===== config.mk =====
export PLATFORM = sky130hd
export DESIGN_NAME = pipe_carry_adder
export DESIGN_NICKNAME = d
export VERILOG_FILES = /design/src/rtl/pipe_carry_adder.sv
export SDC_FILE = /design/constraint.sdc
export NUM_CORES = 1
export LEC_CHECK = 0
export BUFFER_PORTS_ARGS = -buffer_cell sky130_fd_sc_hd__buf_2
export CAP_MARGIN = 10
export CORE_MARGIN = 2
export CORE_UTILIZATION = 52
export DETAILED_ROUTE_END_ITERATION = 7
export HOLD_SLACK_MARGIN = 0.12
export PLACE_DENSITY = 0.76
export RECOVER_POWER = 100
export SYNTH_ARGS = -nofsm -noshare
export SYNTH_HDL_FRONTEND = slang
export SYNTH_SLANG_ARGS = --single-unit

===== constraint.sdc =====
create_clock -name clk -period 2.3 [get_ports clk]
set_clock_uncertainty 0.1 [all_clocks]
set_input_delay 0 -clock clk [delete_from_list [all_inputs] [get_ports clk]]
set_output_delay 0 -clock clk [all_outputs]
set_load 0.1 [all_outputs]

===== src/rtl/pipe_carry_adder.sv =====
// pipe_carry_adder: WIDTH-bit adder split into STAGES ripple slices with valid/ready handshakes.
// Optional unsigned saturation of the final result is enabled by defining PIPE_CARRY_ADDER_SAT_EN.
module pipe_carry_adder #(
   parameter int WIDTH  = 32,
   parameter int STAGES = 4
) (
   input  logic             clk,
   input  logic             rst,
   input  logic             in_valid,
   output logic             in_ready,
   input  logic [WIDTH-1:0] a,
   input  logic [WIDTH-1:0] b,
   input  logic             ci,
   output logic             out_valid,
   input  logic             out_ready,
   output logic [WIDTH-1:0] sum,
   output logic             co
);
   localparam int SW = WIDTH / STAGES;
   localparam int OD = (STAGES > 1) ? STAGES - 1 : 1;

   logic [STAGES-1:0] v_q, v_d, c_q, c_d, adv, uv, uc;
   logic [WIDTH-1:0]  s_q [STAGES];
   logic [WIDTH-1:0]  s_d [STAGES];
   logic [WIDTH-1:0]  us  [STAGES];
   logic [WIDTH-1:0]  sn  [STAGES];
   logic [WIDTH-1:0]  ua  [STAGES];
   logic [WIDTH-1:0]  ub  [STAGES];
   logic [SW:0]       t   [STAGES];
   logic [WIDTH-1:0]  a_q [OD];
   logic [WIDTH-1:0]  a_d [OD];
   logic [WIDTH-1:0]  b_q [OD];
   logic [WIDTH-1:0]  b_d [OD];

   // advance chain: a stage moves when it is empty or the stage after it moves
   always_comb begin
      adv = '0;
      adv[STAGES-1] = !v_q[STAGES-1] || out_ready;
      for (int i = STAGES - 2; i >= 0; i--) adv[i] = !v_q[i] || adv[i+1];
   end

   assign in_ready  = adv[0] && !rst;
   assign out_valid = v_q[STAGES-1];
   assign sum       = s_q[STAGES-1];
   assign co        = c_q[STAGES-1];

   // what each stage sees upstream; forwarded operands are pre-shifted so the live slice sits at bit 0
   always_comb begin
      uv[0] = in_valid;
      uc[0] = ci;
      us[0] = '0;
      ua[0] = a;
      ub[0] = b;
      for (int i = 1; i < STAGES; i++) begin
         uv[i] = v_q[i-1];
         uc[i] = c_q[i-1];
         us[i] = s_q[i-1];
         ua[i] = a_q[i-1];
         ub[i] = b_q[i-1];
      end
   end

   // slice adders; the last slice optionally clamps the whole sum on carry-out
   always_comb begin
      for (int i = 0; i < STAGES; i++) begin
         t[i] = {1'b0, ua[i][SW-1:0]} + {1'b0, ub[i][SW-1:0]} + {{SW{1'b0}}, uc[i]};
         sn[i] = us[i];
         sn[i][i*SW +: SW] = t[i][SW-1:0];
      end
`ifdef PIPE_CARRY_ADDER_SAT_EN
      if (t[STAGES-1][SW]) sn[STAGES-1] = '1;
`endif
   end

   // next state: advancing stages load from upstream, others hold
   always_comb begin
      v_d = v_q;
      c_d = c_q;
      s_d = s_q;
      a_d = a_q;
      b_d = b_q;
      for (int i = 0; i < STAGES; i++) begin
         if (adv[i]) begin
            v_d[i] = uv[i];
            c_d[i] = t[i][SW];
            s_d[i] = sn[i];
         end
      end
      for (int i = 0; i < STAGES - 1; i++) begin
         if (adv[i]) begin
            a_d[i] = ua[i] >> SW;
            b_d[i] = ub[i] >> SW;
         end
      end
   end

   // pipeline registers; reset discards everything in flight
   always_ff @(posedge clk) begin
      if (rst) begin
         v_q <= '0;
         c_q <= '0;
         s_q <= '{default: '0};
         a_q <= '{default: '0};
         b_q <= '{default: '0};
      end else begin
         v_q <= v_d;
         c_q <= c_d;
         s_q <= s_d;
         a_q <= a_d;
         b_q <= b_d;
      end
   end
endmodule


==> results.cfg, run 1 <==
[placed_design]
dpl.hpwl_mm = 11.8
place.port_buffers = 103
dpl_worst_slack_ns = -0.0153
gp_congestion = 0.903
place_inst = 1195

[layout]
final_util = 0.648
layout_commonest_cell = nand2_1
fin_cells = 1304
drive_gt1_frac = 0.145
syn_to_final_growth_pct = 22.8
antennaDiodeCount = 0
nets = 1208
final_cell_mix = 320 x nand2_1, 184 x dfxtp_1, 159 x a21oi_1
nFillCells = 1254

[critical_path]
cp_data_required_time_ns = 2.49
r2r_end = c_q[2]$_SDFFE_PP0P_
start_kind = flop
rr_startpoint = a_q[32]$_SDFFE_PP0P_
endpoint_kind = flop
path_max_fanout = 3
arrival_ns = 2.38
ff2ff_path_depth = 6
crit_type = flop to flop
rrSetupSlack_ns = 0.11

[floorplan]
die_y_um = 128
rows = 45
dieArea_mm2 = 0.0163
ios = 104
core_mm2 = 0.0151
die_w_um = 128
start_util = 0.528

[timing]
period_minus_slack_ns = 2.19
fmax_ghz = 0.456
finalHoldViolCount = 0
tightest_slew_ns = 1.17
slew_headroom = 0.225
finalSetupViolations = 0
rsz0062_at_grt = no
slew_violations = 0
setup_ws_ns = 0.107
final.period_utilization = 0.954

[hold_path]
min_path_cells = 5
min_from = a[2]
hold_path_class = primary input to flop
whs_endpoint = s_q[99]$_SDFFE_PP0N_

[synthesis]
ys_types = 55
async_flop_share = 0
synth_edf_count = 0
synth-seq-area-share = 0.463
syn_inst = 983
synth_warnings = 0
synth_seq_cells = 184
syn_area_mm2 = 0.00796
synth_ff_type = dfxtp_1
synth_nets = 1088
syn-mean-instance-area_um2 = 8.10

[clocking]
cts_tree = built
clkTransAtPathRegs_ns = 0.06
root_buffer = clkbuf_16
cts-buffers-inserted = 17
post-cts-setup-buffers = 0
clkLatencyLatePin_ns = 0.43
htree_levels = 4
clock-sinks = 184
cts_buffer_depth = 2

[pwr]
leakagePower_nw = 4.14
ir_drop_v = 0.000587
powerDensity_mw_per_mm2 = 744

[status]
status = finished, final reports clean

[drt]
dr.max_layer_used = met4
dr.first_iter.drc_count = 507
routedWlPerCell_um = 14.8
wl_met2_mm = 8.89
routed_via_density = 5.43
drc = 0
wl_mm = 19.2
dr.pass1.iters = 4
wl_met1_mm = 9.04
met3WireLength_um = 973
ant_nets = 0
num_vias = 7085

[global_routing]
antenna_found_initial = 0
grt_pass1_vias = 6533
grt_use_total = 0.236
grt_max_degree = 190
gr-total-overflow = 0
grt_pass1_wl_mm = 31.3

[job]
maxCapViolCount = 0
[power breakdown]
group / switching (mW) / internal [mW] / total, mW
registers: 0.103 / 3.35 / 3.46
clock network: 1.21 / 1.79 / 3.00
logic: 0.476 / 0.345 / 0.820
[through the flow]
stage / setup TNS, ns / cell area [µm²] / power, mW / hold WS, ns
global route: 0 / 9780 / 7.53 / 0.159
global placement: 0 / 8360 / 4.19 / 0.115
floorplan: 0 / 7970 / 4.03 / 0.0207
finish: 0 / 9780 / 7.27 / 0.114
CTS: 0 / 9740 / 7.26 / 0.177
detailed placement: -0.0153 / 8360 / 4.21 / 0.119
[critical path, cell delays in order, from the launching register on]
cell     delay (ns)
dfxtp_1        0.33
fa_2           0.42
fa_2           0.36
a211o_1        0.28
a211o_1        0.29
a31oi_1        0.18
o22ai_1        0.08
[how the worst max path moves through the flow]
stage                     slack [ns]  depth (start not counted)                    end                 start
final                           0.11                          6    c_q[2]$_SDFFE_PP0P_  a_q[32]$_SDFFE_PP0P_
after global routing           0.001                          6    c_q[2]$_SDFFE_PP0P_  a_q[32]$_SDFFE_PP0P_
after CTS                       0.04                          6    c_q[2]$_SDFFE_PP0P_   c_q[1]$_SDFFE_PP0P_
after detailed placement       -0.02                          6    c_q[2]$_SDFFE_PP0P_   c_q[1]$_SDFFE_PP0P_
after global placement          0.04                          6    c_q[2]$_SDFFE_PP0P_   c_q[1]$_SDFFE_PP0P_
after floorplan                 0.02                          5  s_q[103]$_SDFFE_PP0N_   v_q[3]$_SDFFE_PP0P_
[layer usage]
metal,GRT usage,up-vias
met5,0,-
met4,0.0827,0
met3,0.0351,27
met2,0.370,195
met1,0.334,3306
li1,-,3557
[cells by family (layout without fill, tap and decap cells)]
family	Yosys count	count (layout)	share of synthesized area
buf+inv	103	236	0.0695
xor+xnor	5	5	0.00550
flops	184	184	0.463
fa+ha+maj	36	36	0.0641
simple gates	403	403	0.207
mux	2	2	0.00251
compound gates	250	250	0.188
[synth_stat cells (3+ instances only)]
library cell,instances,area [µm²]
a211oi_1,15,113
nand3_1,20,100
nand3b_1,4,30.0
a21o_1,8,60.1
and2_1,3,18.8
nor2_1,22,82.6
nor3_1,10,50.1
or3_1,5,31.3
a31oi_1,7,43.8
fa_1,8,160
buf_4,36,270
buf_2,19,95.1
inv_1,7,26.3
o211ai_1,4,30.0
nor4b_1,4,35.0
o21ai_0,9,45.0
nand2_1,321,1200
or2_2,4,25.0
o22ai_1,3,18.8
xnor2_1,5,43.8
ha_1,28,350
clkbuf_1,27,101
o2111ai_1,5,43.8
dfxtp_1,184,3680
a21oi_1,161,806
o21a_1,7,52.6
a211o_1,10,87.6
buf_1,13,48.8
[registers in the layout, indices dropped and copies added (netlist names)]
| name | cells |
|---|---|
| c_q | 4 |
| sum | 32 |
| v_q | 4 |
| a_q | 48 |
| b_q | 48 |
| s_q | 48 |
[cell type report]
class | instances | area (µm²) | share of cell area
Timing Repair Buffer | 197 | 1450 | 0.148
Clock buffer | 20 | 467 | 0.0477
Tap cell | 188 | 235 | 0.0241
Sequential cell | 184 | 3680 | 0.377
Clock inverter | 12 | 149 | 0.0152
Inverter | 7 | 26.3 | 0.00269
Multi-Input combinational cell | 696 | 3770 | 0.386
[timing repair]
action,4_1_cts,5_1_grt
gates cloned,0,1
pin swaps,0,2
setup endpoints to repair,1,9
hold buffers,76,0
resized for setup,1,9
endpoints found under the hold margin,70,0
No activity file was read; power rests on OpenSTA's default activity.
==> inputs of run 2 (changes only) <==
Settings changed: CORE_UTILIZATION 52 to 58, MAX_ROUTING_LAYER set to met4, PLACE_DENSITY 0.76 to 0.8.
Clock period 2.3 ns to 2.1 ns, I/O delays scaled along.
==> results.cfg, run 2 (synthesis gave the netlist of run 1 again) <==
[clocking]
cts-buffers-inserted = 17
clock-sinks = 184
clkLatencyLatePin_ns = 0.43
root_buffer = clkbuf_16
cts_tree = built
cts_buffer_depth = 2
clkTransAtPathRegs_ns = 0.06
htree_levels = 4

[timing]
slew_violations = 0
final.period_utilization = 1.03
holdWs_ns = 0.154
slew_headroom = 0.196
finalHoldViolCount = 0
finalSetupViolations = 10
period_minus_slack_ns = 2.17
tightest_slew_ns = 1.21
rsz0062_at_grt = yes
setup_ws_ns = -0.0668
fmax_ghz = 0.462

[drt]
routedWlPerCell_um = 15.2
num_vias = 7234
dr.pass1.iters = 6
ant_nets = 0
drc = 0
dr.first_iter.drc_count = 593
wl_mm = 19.9
routed_via_density = 5.53

[critical_path]
critical_path.cell_chain = and4b_1 > and2_4 > nand2_1 > a21oi_1 > dlygate4sd3_1
crit_type = flop to flop
cp_data_required_time_ns = 2.37
path_buf_inv = 1
cp_slowest_cell = dlygate4sd3_1
start_kind = flop
slowest_delay_ns = 0.58
crit_family = simple AND/OR/NAND/NOR gates
arrival_ns = 2.43
path_max_fanout = 14
endpoint_kind = flop

[pwr]
power_mw = 7.88
swShare = 0.246
ir_drop_v = 0.000554
leakagePower_nw = 4.14
p_switching_mw = 1.94
p_comb_frac = 0.116
intPower_mw = 5.94
powerDensity_mw_per_mm2 = 800
power.clock.fraction = 0.402
seqPwrFrac = 0.481

[floorplan]
dieArea_mm2 = 0.0147
rows = 42
die_y_um = 121
core_mm2 = 0.0133
ios = 104
start_util = 0.597
die_w_um = 121

[job]
maxCapViolCount = 0

[placed_design]
place_inst = 1189
place.port_buffers = 103
dpl.hpwl_mm = 11.9
gp_congestion = 0.940

[status]
violations = setup timing
status = finished, violations left

[hold_path]
hold_path_class = primary input to flop

[layout]
fin_cells = 1309
drive_gt1_frac = 0.129
reg_top3 = a_q x48, b_q x48, s_q x48
nets = 1225
final_cell_mix = 320 x nand2_1, 182 x dfxtp_1, 159 x a21oi_1
syn_to_final_growth_pct = 23.7
antennaDiodeCount = 0
layout_commonest_cell = nand2_1

[global_routing]
grt_max_degree = 83
grt_use_total = 0.278
antenna_found_initial = 0
grt_pass1_vias = 6549
gr-total-overflow = 0
grt_pass1_wl_mm = 31.7
-- run 2: changes by cell type in the layout (fill, tap and decap cells not counted), sizes merged --
cell          before  now
buf              110   94
bufinv             3    2
clkbuf            31   65
clkinv             5    2
clkinvlp           4    2
dlygate4sd3       76   80
dlymetal6s4s       0    1
-- run 2: path summary, 6_finish.rpt --
kind | startpoint | to | slack, ns | cells past startpoint
max | v_q[3]$_SDFFE_PP0P_ | b_q[84]$_SDFFE_PP0N_ | -0.07 | 5
min | a[5] | s_q[103]$_SDFFE_PP0N_ | 0.15 | 5
max reg2reg | v_q[3]$_SDFFE_PP0P_ | b_q[84]$_SDFFE_PP0N_ | -0.07 | 5
min reg2reg | sum[6]$_SDFFE_PP0P_ | sum[6]$_SDFFE_PP0P_ | 0.35 | 2
-- run 2: power by group through the flow --
stage	clock network [mW]	logic, mW	registers, mW
finish	3.17	0.917	3.80
global route	3.33	0.993	3.81
CTS	3.18	0.891	3.79
detailed placement	0	0.757	3.86
global placement	0	0.746	3.86
floorplan	0	0.594	3.83
-- run 2: timing repair --
action / CTS / global route
endpoints found under the hold margin: 113 / 0
cloned: 0 / 0
pin swaps: 4 / 7
endpoints found under the setup margin: 6 / 21
resized for setup: 5 / 7
hold buffers: 81 / 0
setup buffers: 1 / 6
-- run 2: metrics by stage --
stage / instance area (µm²) / util / setup TNS (ns) / setup WS [ns]
global placement: 8420 / 0.631 / -0.0903 / -0.0464
detailed placement: 8420 / 0.631 / -0.281 / -0.0936
global route: 9850 / 0.738 / -1.08 / -0.136
floorplan: 7980 / - / 0 / 0.0197
finish: 9850 / 0.738 / -0.356 / -0.0668
CTS: 9840 / 0.737 / -0.110 / -0.0504
-- run 2: routing by layer --
metal  track usage  routed length [µm]  up-vias
met1         0.373                8940     3379
met5             -                   0        -
met2         0.433                9360      244
met3        0.0432                1250       30
li1              -                   -     3581
met4        0.0891                 339        0
-- run 2: final cells by class --
cell class | count | area (µm²)
Multi-Input combinational cell | 696 | 3780
Inverter | 7 | 26.3
Sequential cell | 184 | 3690
Clock inverter | 6 | 88.8
Timing Repair Buffer | 214 | 1550
Fill cell | 977 | 3490
Clock buffer | 26 | 499
Tap cell | 176 | 220
-- run 2: worst register-to-register path: cells and delay by family (launching register included) --
family          cells  cell delay [ns]
compound gates      1             0.16
buf+inv             1             0.58
flops               1             0.39
simple gates        3             0.89
